**src/rtl/uart_pkg.sv**
```systemverilog
// Shared UART constants and types used by the receiver and transmitter.
package uart_pkg;

  typedef enum logic [1:0] {
    IDLE  = 2'd0,
    START = 2'd1,
    DATA  = 2'd2,
    STOP  = 2'd3
  } rx_state_t;

  localparam int unsigned OVERSAMPLE   = 16;
  localparam int unsigned SAMPLE_W     = $clog2(OVERSAMPLE);
  localparam int unsigned SAMPLE_FIRST = 7;
  localparam int unsigned SAMPLE_MID   = 8;
  localparam int unsigned SAMPLE_LAST  = 9;

  // 2-of-3 majority used to decide a bit from its mid-bit samples.
  function automatic logic majority3(input logic a, input logic b, input logic c);
    return (a & b) | (a & c) | (b & c);
  endfunction

endpackage

```
**src/rtl/uart_baud_gen.sv**
```systemverilog
// 16x oversampling tick generator: a down-counter that reloads with D-1.
module uart_baud_gen #(
  parameter int unsigned DIV_WIDTH = 16
) (
  input  logic                 clk_i,
  input  logic                 rst_ni,
  input  logic [DIV_WIDTH-1:0] div_i,
  input  logic                 restart_i,
  output logic                 tick_o
);

  logic [DIV_WIDTH-1:0] cnt_q, cnt_d;
  logic [DIV_WIDTH-1:0] reload;

  // D = 0 is treated as D = 1 (reload 0, tick every clock).
  always_comb begin
    reload = (div_i == '0) ? '0 : div_i - DIV_WIDTH'(1);
    tick_o = (cnt_q == '0) && !restart_i;
    if (restart_i || (cnt_q == '0)) begin
      cnt_d = reload;
    end else begin
      cnt_d = cnt_q - DIV_WIDTH'(1);
    end
  end

  // Counter state; always counts down to 0 so a divisor change cannot lock it up.
  always_ff @(posedge clk_i or negedge rst_ni) begin
    if (!rst_ni) begin
      cnt_q <= '0;
    end else begin
      cnt_q <= cnt_d;
    end
  end

endmodule

```
**src/rtl/uart_rx.sv**
```systemverilog
// UART 8N1 receiver: synchronizer, 3-sample majority vote, framing FSM, FIFO strobes.
module uart_rx
  import uart_pkg::*;
#(
  parameter int unsigned DATA_WIDTH = 8,
  parameter int unsigned DIV_WIDTH  = 16
) (
  input  logic                  clk_i,
  input  logic                  rst_ni,
  input  logic                  en_i,
  input  logic [DIV_WIDTH-1:0]  baud_div_i,
  input  logic                  rx_i,
  input  logic                  fifo_full_i,
  output logic [DATA_WIDTH-1:0] data_o,
  output logic                  valid_o,
  output logic                  frame_err_o,
  output logic                  overrun_o,
  output logic                  busy_o
);

  localparam int unsigned BIT_W = $clog2(DATA_WIDTH + 1);

  logic                  rx_meta_q, rx_s_q, rx_prev_q;
  logic                  tick, start_det, vote;
  rx_state_t             state_q, state_d;
  logic [SAMPLE_W-1:0]   s_q, s_d;
  logic [BIT_W-1:0]      bit_q, bit_d;
  logic [1:0]            smp_q, smp_d;
  logic [DATA_WIDTH-1:0] shift_q, shift_d;
  logic [DATA_WIDTH-1:0] data_q, data_d;
  logic                  valid_q, valid_d;
  logic                  ferr_q, ferr_d;
  logic                  ovr_q, ovr_d;

  // Line synchronizer plus edge-detect register; all idle high so reset never looks like a start.
  always_ff @(posedge clk_i or negedge rst_ni) begin
    if (!rst_ni) begin
      rx_meta_q <= 1'b1;
      rx_s_q    <= 1'b1;
      rx_prev_q <= 1'b1;
    end else begin
      rx_meta_q <= rx_i;
      rx_s_q    <= rx_meta_q;
      rx_prev_q <= rx_s_q;
    end
  end

  assign start_det = (state_q == IDLE) && en_i && !rx_s_q && rx_prev_q;
  assign vote      = majority3(smp_q[0], smp_q[1], rx_s_q);

  uart_baud_gen #(
    .DIV_WIDTH(DIV_WIDTH)
  ) u_baud_gen (
    .clk_i    (clk_i),
    .rst_ni   (rst_ni),
    .div_i    (baud_div_i),
    .restart_i(start_det),
    .tick_o   (tick)
  );

  // Framing FSM and next-state for the shift register and result strobes.
  always_comb begin
    state_d = state_q;
    s_d     = s_q;
    bit_d   = bit_q;
    smp_d   = smp_q;
    shift_d = shift_q;
    data_d  = data_q;
    valid_d = 1'b0;
    ferr_d  = 1'b0;
    ovr_d   = 1'b0;

    if (!en_i) begin
      state_d = IDLE;
    end else begin
      if (tick && (state_q != IDLE)) begin
        s_d = s_q + SAMPLE_W'(1);
        if (s_q == SAMPLE_W'(SAMPLE_FIRST)) smp_d[0] = rx_s_q;
        if (s_q == SAMPLE_W'(SAMPLE_MID))   smp_d[1] = rx_s_q;
      end

      unique case (state_q)
        IDLE: begin
          if (start_det) begin
            state_d = START;
            s_d     = '0;
            bit_d   = '0;
          end
        end
        START: begin
          if (tick) begin
            if ((s_q == SAMPLE_W'(SAMPLE_LAST)) && vote) begin
              state_d = IDLE;  // glitch, not a real start bit
            end else if (s_q == SAMPLE_W'(OVERSAMPLE - 1)) begin
              state_d = DATA;
            end
          end
        end
        DATA: begin
          if (tick) begin
            if (s_q == SAMPLE_W'(SAMPLE_LAST)) begin
              shift_d = {vote, shift_q[DATA_WIDTH-1:1]};
            end
            if (s_q == SAMPLE_W'(OVERSAMPLE - 1)) begin
              bit_d = bit_q + BIT_W'(1);
              if (bit_q == BIT_W'(DATA_WIDTH - 1)) state_d = STOP;
            end
          end
        end
        STOP: begin
          // Leave at mid stop bit so the next start edge can be caught with zero idle.
          if (tick && (s_q == SAMPLE_W'(SAMPLE_LAST))) begin
            state_d = IDLE;
            if (!vote) begin
              ferr_d = 1'b1;
            end else if (fifo_full_i) begin
              ovr_d = 1'b1;
            end else begin
              data_d  = shift_q;
              valid_d = 1'b1;
            end
          end
        end
        default: state_d = IDLE;
      endcase
    end
  end

  // FSM, datapath and output registers.
  always_ff @(posedge clk_i or negedge rst_ni) begin
    if (!rst_ni) begin
      state_q <= IDLE;
      s_q     <= '0;
      bit_q   <= '0;
      smp_q   <= '0;
      shift_q <= '0;
      data_q  <= '0;
      valid_q <= 1'b0;
      ferr_q  <= 1'b0;
      ovr_q   <= 1'b0;
    end else begin
      state_q <= state_d;
      s_q     <= s_d;
      bit_q   <= bit_d;
      smp_q   <= smp_d;
      shift_q <= shift_d;
      data_q  <= data_d;
      valid_q <= valid_d;
      ferr_q  <= ferr_d;
      ovr_q   <= ovr_d;
    end
  end

  assign data_o      = data_q;
  assign valid_o     = valid_q;
  assign frame_err_o = ferr_q;
  assign overrun_o   = ovr_q;
  assign busy_o      = (state_q != IDLE);

endmodule

```
**config.mk**
```make
export PLATFORM = sky130hd
export DESIGN_NAME = uart_rx
export DESIGN_NICKNAME = d
export VERILOG_FILES = /design/src/rtl/uart_pkg.sv /design/src/rtl/uart_baud_gen.sv /design/src/rtl/uart_rx.sv
export SDC_FILE = /design/constraint.sdc
export NUM_CORES = 1
export LEC_CHECK = 0
export ABC_CLOCK_PERIOD_IN_PS = 4600
export CORE_AREA = 10 10 107 109
export CTS_BUF_LIST = sky130_fd_sc_hd__clkbuf_4 sky130_fd_sc_hd__clkbuf_8
export DETAILED_ROUTE_END_ITERATION = 10
export DIE_AREA = 0 0 117 119
export PLACE_DENSITY = 0.53
export RECOVER_POWER = 25
export SYNTH_ARGS = -nofsm -noshare
export SYNTH_HDL_FRONTEND = slang
export SYNTH_HIERARCHICAL = 1
export SYNTH_SLANG_ARGS = --single-unit
```
**constraint.sdc**
```tcl
create_clock -name clk_i -period 4.6 [get_ports clk_i]
set_input_delay 1.15 -clock clk_i [delete_from_list [all_inputs] [get_ports clk_i]]
set_output_delay 1.15 -clock clk_i [all_outputs]
set_load 0.005 [all_outputs]
```
==> results of run 1 <==
-- layout by cell type (no fill, tap or decap), types with 3 or more instances in the layout --
master | synthesis | layout
xor2_1 | 13 | 13
o22ai_1 | 13 | 13
inv_1 | 10 | 10
xnor2_1 | 14 | 14
nand4_1 | 5 | 5
a21oi_1 | 5 | 5
mux2i_1 | 5 | 5
nand3_1 | 6 | 6
nor2b_1 | 3 | 3
nor4_1 | 4 | 4
nor3_1 | 10 | 10
clkbuf_8 | 0 | 5
nor2_1 | 22 | 22
dfrtp_1 | 47 | 47
ha_1 | 7 | 7
nand2_1 | 13 | 13
mux2_2 | 18 | 18
or3_1 | 7 | 7
o21ai_0 | 7 | 7
clkdlybuf4s50_1 | 0 | 30
-- cells by family (layout without fill, tap and decap cells) --
family	after synthesis	in the layout	synth area share, %
compound gates	37	37	9.26
flops	50	50	46.0
simple gates	92	92	19.5
buf+inv	22	52	3.71
mux	23	23	9.26
fa+ha+maj	8	8	3.58
xor+xnor	27	27	8.67
-- final timing paths --
| kind | startpoint | to | slack [ps] | cells past startpoint |
|---|---|---|---|---|
| min in group asynchronous | rst_ni | s_q[3] | 1750 | 2 |
| worst max register to register | u_baud_gen/cnt_q[8] | shift_q[2] | 1720 | 8 |
| worst max-delay path | en_i | shift_q[2] | 1050 | 7 |
| worst min register to register | rx_meta_q | rx_s_q | 370 | 0 |
| max in group asynchronous | rst_ni | data_o[0] | 1360 | 2 |
| worst min-delay path | rx_meta_q | rx_s_q | 370 | 0 |
-- through the flow --
step | total power [uW] | instance area [um2] | hold slack, ps | utilization, %
4_1_cts | 1120 | 3250 | 363 | 34.4
3_3_place_gp | 795 | 3140 | 349 | 33.2
3_5_place_dp | 798 | 3140 | 348 | 33.2
6_report | 1100 | 3250 | 366 | 34.3
5_1_grt | 1170 | 3250 | 372 | 34.3
2_1_floorplan | 717 | 2730 | 345 | -
-- worst max-delay path, stage by stage --
cell,delay [ps]
clkdlybuf4s50_1,540
nand2b_2,260
nor2b_1,170
nor2_1,470
nand3_1,250
nor4_4,480
mux2_2,400
-- cell type report --
class	instances	area, um2
multi-input cells	187	1370
clock inverters	3	43.8
flip-flops and latches	50	1250
repair buffers	34	327
well taps	114	143
fillers	950	6210
inverters	10	37.5
clock buffers	5	68.8
-- layer usage --
| metal | vias to the layer above | GRT usage (%) | share of wire (%) |
|---|---|---|---|
| li1 | 984 | - | - |
| met1 | 938 | 10.8 | 48 |
| met2 | 54 | 12.7 | 44 |
| met3 | 5 | 2.51 | 6.7 |
| met4 | 0 | 2.47 | 0.91 |
| met5 | - | 0 | 0 |
-- synthesized netlist by cell type, types with 3 or more instances --
cell      instances
nor4_1            4
xnor2_1          14
or3_1             7
nand2_1          13
xor2_1           13
dfrtp_1          47
a21oi_1           5
nand4_1           5
mux2_2           18
mux2i_1           5
ha_1              7
clkbuf_1          6
o21ai_0           7
o22ai_1          13
nor2b_1           3
nor2_1           22
nand3_1           6
inv_1            10
nor3_1           10
dfstp_2           3
-- power breakdown --
part / internal (uW) / leakage [uW] / total [uW] / switching, uW
Combinational: 116 / 0.000597 / 233 / 117
Clock: 163 / 0.0000585 / 312 / 149
Sequential: 500 / 0.000656 / 559 / 59.2
Total: 779 / 0.00131 / 1100 / 325
-- registers in the layout, indices dropped and copies added (netlist names) --
register,cells
u_baud_gen/cnt_q,16
data_o,8
shift_q,8
bit_q,4
s_q,4
smp_q,2
state_q,2
frame_err_o,1
overrun_o,1
rx_meta_q,1
rx_prev_q,1
rx_s_q,1
valid_o,1
==> flow_summary.json, run 1 <==
{
  "outcome": "complete, but fails checks",
  "failed_checks": "capacitance limit, slew limit",
  "timing.final.ws_setup_ps": 1050,
  "critPathRequiredTime_ps": 4790,
  "vias": 1981,
  "ys_dominant_reg_cell": "dfrtp_1",
  "first_pass_iters": 4,
  "p_leak_uw": 0.00131,
  "synth_top_area_share_pct": 43.1,
  "die_y_um": 119,
  "avgSynthCellArea_um2": 10.5,
  "synth-seq-area-share_pct": 46.0,
  "clk_pin_slew_worst_paths_ps": 90,
  "gp_congestion": 0.788,
  "core_um2": 9460,
  "path_class": "input port to flop",
  "synth-seq-cells": 50,
  "cp_max_fo": 11,
  "tightestPinTransition_ps": 2620,
  "fin_crit_ps": 3550,
  "syn-cell-area_um2": 2730,
  "clockRootBuffer": "clkbuf_8",
  "setup_tns_ps": 0,
  "synth_edf_count": 0,
  "syn-num-nets": 287,
  "layout-drive-gt1-share_pct": 14.5,
  "antenna_found_initial": 0,
  "power_density_nw_per_um2": 340,
  "drt_iter0_drc": 82,
  "totalWireLength_um": 5590,
  "startpoint_type": "input port",
  "area_growth_pct": 19.0,
  "start_util_pct": 28.8,
  "grt_max_degree": 51,
  "cp-end-kind": "flop",
  "finalCritPeriodShare_pct": 77.2,
  "overflow": 0,
  "viasPerCell": 4.92,
  "grt_first_pass_wirelength_um": 9630,
  "die_w_um": 117,
  "place_hpwl_um": 4110,
  "holdBufCountCts": 0,
  "wl_per_cell_um": 13.9,
  "cp.arrival_ps": 3740,
  "finalHoldViolCount": 0,
  "pre_cts_slack_ps": 748,
  "slew_headroom_pct": -74.4,
  "rows": 36,
  "irDropWorstVdd_mv": 0.142,
  "ctsResizeCount": 0,
  "max_freq_mhz": 281,
  "ys_warn_count": 6,
  "io_buffers": 32,
  "cts_tree": "done",
  "grt_usage_pct": 8.24,
  "max_cap_viol_count": 1,
  "drc_errors": 0,
  "ioPinCount": 33,
  "finalSetupViolCount": 0,
  "die_area_um2": 13900,
  "ant_nets": 0,
  "grt_pass1_vias": 2056,
  "antenna_cells": 0,
  "hp-class": "flop to flop",
  "dp.cells": 395,
  "netlist_top_cells_area": "dfrtp_1 (43%), mux2_2 (7.4%), xnor2_1 (4.5%)",
  "slew_viol_final": 51,
  "ys_async_sr_fraction_pct": 100,
  "postCtsSetupRepairBufs": 0,
  "rsz0062_at_grt": "no",
  "layout.cells.non_filler": 403,
  "cts_max_level": 2,
  "cts_buffers": 5,
  "cts_num_sinks": 50,
  "synth_cell_type_count": 54,
  "syn_inst": 259,
  "nets": 316,
  "yosys.area.top_type": "dfrtp_1",
  "fin_skew_ps": 9.15,
  "cts.path.max_buffers": 2,
  "clock_latency_ps": 300
}
Power figures use the tool's default switching activity.
==> run 2: changes to the inputs <==
- ABC_CLOCK_PERIOD_IN_PS: 4600 -> 3700
- clock period: 4.6 -> 3.7 ns (I/O delays scaled with it)
==> run 2 against run 1 <==
Effect of this change:
- the flow still finishes with violations (capacitance limit, slew limit)
- utilization is 0.54 points higher
- non-clock buffer count is 7 higher
- largest cell class unchanged
- sequential share of layout area is 0.60 points lower
- hold slack worse by 2.0 ps
- cell count is 1.7% higher
- critical path depth stayed put
- critical endpoint is now u_baud_gen/cnt_q[3]
- combinational power is 27% higher
- count of clock-buffer cells in the layout stayed put
- routed wire length is 1.4% higher
==> flow_summary.json, run 2 (synthesis results as in run 1) <==
{
  "finalSetupViolCount": 0,
  "clockRootBuffer": "clkbuf_8",
  "timing.final.ws_setup_ps": 648,
  "cp_cell_sequence": "clkdlybuf4s50_1, or3_1, or4_4, or3_4, o31ai_4, buf_4, o22ai_1",
  "outcome": "complete, but fails checks",
  "cp-end-kind": "flop",
  "power_density_nw_per_um2": 414,
  "r2r_setup_slack_ps": 1110,
  "area_growth_pct": 20.9,
  "overflow": 0,
  "pre_cts_slack_ps": 345,
  "layout.cells.non_filler": 410,
  "hold_path_depth": 0,
  "clock_latency_ps": 290,
  "max_cap_viol_count": 1,
  "die_area_um2": 13900,
  "drc_errors": 0,
  "finalCritPeriodShare_pct": 82.5,
  "place_hpwl_um": 4280,
  "tightestPinTransition_ps": 1940,
  "hp-start": "rx_meta_q",
  "first_pass_iters": 4,
  "holdBufCountCts": 0,
  "min_delay_worst_endpoint": "rx_s_q",
  "num-fill-cells": 970,
  "cp_num_buf_inv": 2,
  "antenna_cells": 0,
  "antenna_found_initial": 0,
  "grt_usage_pct": 8.43,
  "p_leak_uw": 0.00135,
  "ioPinCount": 33,
  "layout-drive-gt1-share_pct": 16.6,
  "rsz0062_at_grt": "no",
  "cts_buffers": 5,
  "cts_max_level": 2,
  "totalWireLength_um": 5670,
  "die_w_um": 117,
  "max_freq_mhz": 328,
  "finalHoldViolCount": 0,
  "path_class": "input port to flop",
  "rr_startpoint": "u_baud_gen/cnt_q[13]",
  "cts.path.max_buffers": 2,
  "cts_num_sinks": 50,
  "viasPerCell": 4.88,
  "clk_pin_slew_worst_paths_ps": 90,
  "setup_tns_ps": 0,
  "largest_reg_flops": 16,
  "cts_tree": "done",
  "cp.arrival_ps": 3230,
  "fin_skew_ps": 5.78,
  "rr_worst_depth": 8,
  "grt_max_degree": 38,
  "gp_congestion": 0.786,
  "irDropWorstVdd_mv": 0.166,
  "slew_viol_final": 38,
  "crit_family": "simple AND/OR/NAND/NOR gates",
  "start_util_pct": 28.8,
  "core_um2": 9460,
  "final_common_cell": "dfrtp_1",
  "top_register": "u_baud_gen/cnt_q",
  "fin_crit_ps": 3050,
  "ctsResizeCount": 0,
  "slew_headroom_pct": -29.1,
  "slowest_delay_ps": 470,
  "startpoint_type": "input port",
  "final_core_util_pct": 34.9,
  "grt_first_pass_wirelength_um": 9780,
  "failed_checks": "capacitance limit, slew limit",
  "crit_slowest_cell": "or4_4",
  "die_y_um": 119,
  "grt_pass1_vias": 2104,
  "io_buffers": 32,
  "rows": 36,
  "dp.cells": 402,
  "nets": 323,
  "wl_per_cell_um": 13.8,
  "postCtsSetupRepairBufs": 0,
  "cp_max_fo": 13,
  "r2r_end": "data_o[4]",
  "layout_common_cells": "dfrtp_1 (47), clkdlybuf4s50_1 (30), nor2_1 (22)",
  "drt_iter0_drc": 60,
  "vias": 2001,
  "critPathRequiredTime_ps": 3870,
  "hp-class": "flop to flop",
  "ant_nets": 0
}
==> run 2: routing by layer <==
metal / share of wire, % / track usage (%) / up-vias
li1: - / - / 1005
met1: 48 / 10.8 / 955
met2: 46 / 13.4 / 39
met3: 5.5 / 2.61 / 2
met4: 0.79 / 2.24 / 0
met5: 0 / 0 / -
==> run 2: how the worst max path moves through the flow <==
stage	from	to	slack [ps]	depth (start not counted)
detailed placement	baud_div_i[4]	u_baud_gen/cnt_q[8]	350	7
global placement	baud_div_i[4]	u_baud_gen/cnt_q[12]	370	7
floorplan	baud_div_i[6]	u_baud_gen/cnt_q[10]	850	7
finish	baud_div_i[4]	u_baud_gen/cnt_q[3]	650	7
global route	baud_div_i[4]	u_baud_gen/cnt_q[7]	610	7
CTS	baud_div_i[4]	u_baud_gen/cnt_q[8]	670	7
==> run 2: layout make-up <==
cell class,instances,area [um2],area share (%)
tap,114,143,4.32
clock buffer,5,68.8,2.09
multi-input combinational,187,1370,41.6
clock inverter,3,40.0,1.21
inverter,10,37.5,1.14
timing repair buffer,41,382,11.6
sequential,50,1250,38.1
==> run 2: through the flow <==
step | power [uW] | instance area [um2] | hold slack (ps)
after floorplan | 891 | 2730 | 345
after global placement | 995 | 3190 | 347
after detailed placement | 998 | 3190 | 348
after CTS | 1380 | 3300 | 361
after global routing | 1460 | 3300 | 368
final | 1360 | 3300 | 364
==> run 2: report_power, final <==
part,total (uW),internal (uW),switching [uW]
clock,374,199,175
combinational,296,149,147
sequential,694,621,72.5
total,1360,969,395
==> run 3: changes to the inputs <==
- ABC_CLOCK_PERIOD_IN_PS: 3700 -> 2700
- PLACE_DENSITY: 0.53 -> 0.55
- clock period: 3.7 -> 2.7 ns (I/O delays scaled with it)
==> run 3 against run 2 <==
Effect of this change:
- the run now ends clean
- non-clock buffer count is 26 higher
- routed wire length is 0.30% higher
- count of clock-buffer cells in the layout is 1 higher
- worst setup slack worse by 550 ps
- flip-flop and latch count stayed put
- clock power is 48% higher
- largest cell class unchanged
==> flow_summary.json, run 3 (synthesis results as in run 1) <==
{
  "outcome": "complete, no violations",
  "setup_tns_ps": 0,
  "die_y_um": 119,
  "overflow": 0,
  "final_common_cell": "dfrtp_1",
  "cts_max_level": 2,
  "finalHoldViolCount": 0,
  "top_register": "u_baud_gen/cnt_q",
  "rsz0062_at_grt": "no",
  "startpoint_type": "input port",
  "core_um2": 9460,
  "met3_usage_pct": 1.91,
  "slew_headroom_pct": 20.2,
  "final_area_um2": 3540,
  "num-fill-cells": 971,
  "hp-start": "rx_meta_q",
  "drc_errors": 0,
  "gp_congestion": 0.796,
  "grt_busiest_layer": "met2",
  "r2r_setup_slack_ps": 280,
  "cts_tree": "done",
  "ioPinCount": 33,
  "area_growth_pct": 29.7,
  "p_leak_uw": 0.00150,
  "cts.path.max_buffers": 2,
  "cp.arrival_ps": 2780,
  "grt_pass1_vias": 2072,
  "finalCritPeriodShare_pct": 96.3,
  "totalWireLength_um": 5680,
  "place_hpwl_um": 4400,
  "layout-drive-gt1-share_pct": 24.2,
  "rows": 36,
  "tightestPinTransition_ps": 1200,
  "grt_max_degree": 51,
  "layout_common_cells": "dfrtp_1 (47), buf_4 (33), clkdlybuf4s50_1 (30)",
  "hp-class": "flop to flop",
  "die_w_um": 117,
  "dpl_cell_area_um2": 3400,
  "layout.cells.non_filler": 436,
  "ant_nets": 0,
  "clockRootBuffer": "clkbuf_8",
  "viasPerCell": 4.77,
  "slew_viol_final": 0,
  "seq_area_um2": 1250,
  "clock_latency_ps": 300,
  "max_cap_viol_count": 0,
  "grt_first_pass_wirelength_um": 9680,
  "dp.cells": 428,
  "power_density_nw_per_um2": 554,
  "rr_startpoint": "u_baud_gen/cnt_q[8]",
  "cts_buffers": 5,
  "drt_iter0_drc": 126,
  "finalSetupViolCount": 0,
  "io_buffers": 32,
  "irDropWorstVdd_mv": 0.261,
  "critPathRequiredTime_ps": 2880,
  "fin_crit_ps": 2600,
  "clk_pin_slew_worst_paths_ps": 90,
  "wl_per_cell_um": 13.0,
  "use_met2_pct": 13.0,
  "multi_input_area_um2": 1390,
  "antenna_cells": 0,
  "cp-end-kind": "flop",
  "antenna_found_initial": 0,
  "largest_reg_flops": 16,
  "max_freq_mhz": 385,
  "start_util_pct": 28.8,
  "grt_usage_pct": 8.33,
  "crit_path_start": "baud_div_i[6]",
  "cp_max_fo": 13,
  "nets": 349,
  "cts_num_sinks": 50,
  "use_met1_pct": 10.9,
  "vias": 2080,
  "path_class": "input port to flop",
  "first_pass_iters": 4,
  "die_area_um2": 13900,
  "fin_skew_ps": 9.46
}
==> run 3: cell type report <==
class / count / share of cell area [%]
sequential: 50 / 35.5
tap: 114 / 4.03
clock inverter: 2 / 1.10
inverter: 10 / 1.06
clock buffer: 6 / 2.33
timing repair buffer: 67 / 16.6
multi-input combinational: 187 / 39.4
==> run 3: where the power goes <==
group | leakage (uW) | total [uW] | internal, uW | switching, uW
registers | 0.000656 | 961 | 851 | 110
logic | 0.000779 | 446 | 234 | 212
clock network | 0.0000618 | 553 | 305 | 248
total | 0.00150 | 1960 | 1390 | 571
==> run 3: worst paths after layout <==
kind	endpoint	cells past startpoint
min in group asynchronous	frame_err_o	2
worst min-delay path	rx_s_q	0
max in group asynchronous	u_baud_gen/cnt_q[5]	2
worst max-delay path	u_baud_gen/cnt_q[8]	7
worst min register to register	rx_s_q	0
worst max register to register	shift_q[6]	9
==> run 3: worst max-delay path: stages <==
cell	delay, ps
clkdlybuf4s50_1	410
or3_1	380
or4_4	440
or3_4	410
o31ai_4	210
buf_12	160
o22ai_1	90
==> run 3: routing by layer <==
metal	part of all wire, %	up-vias	routed length [um]
met5	0	-	0
met1	48	974	2740
li1	-	1059	-
met2	46	41	2590
met4	1.5	0	87
met3	4.6	6	262
==> run 3: repair_timing <==
item / in CTS / in global routing
gates resized for setup: 0 / 3
endpoints found under the setup margin: 0 / 16
hold buffers: 0 / 0
setup buffers: 0 / 0
==> run 3: through the flow <==
stage                     hold WS, ps  total power [uW]  utilization [%]  setup slack (ps)
after floorplan                   345              1220                -              97.3
after detailed placement          352              1410             35.9              -226
final                             367              1960             37.4               101
after global placement            350              1400             35.9              -211
after global routing              373              2090             37.4              54.1
after CTS                         365              1980             37.2               107
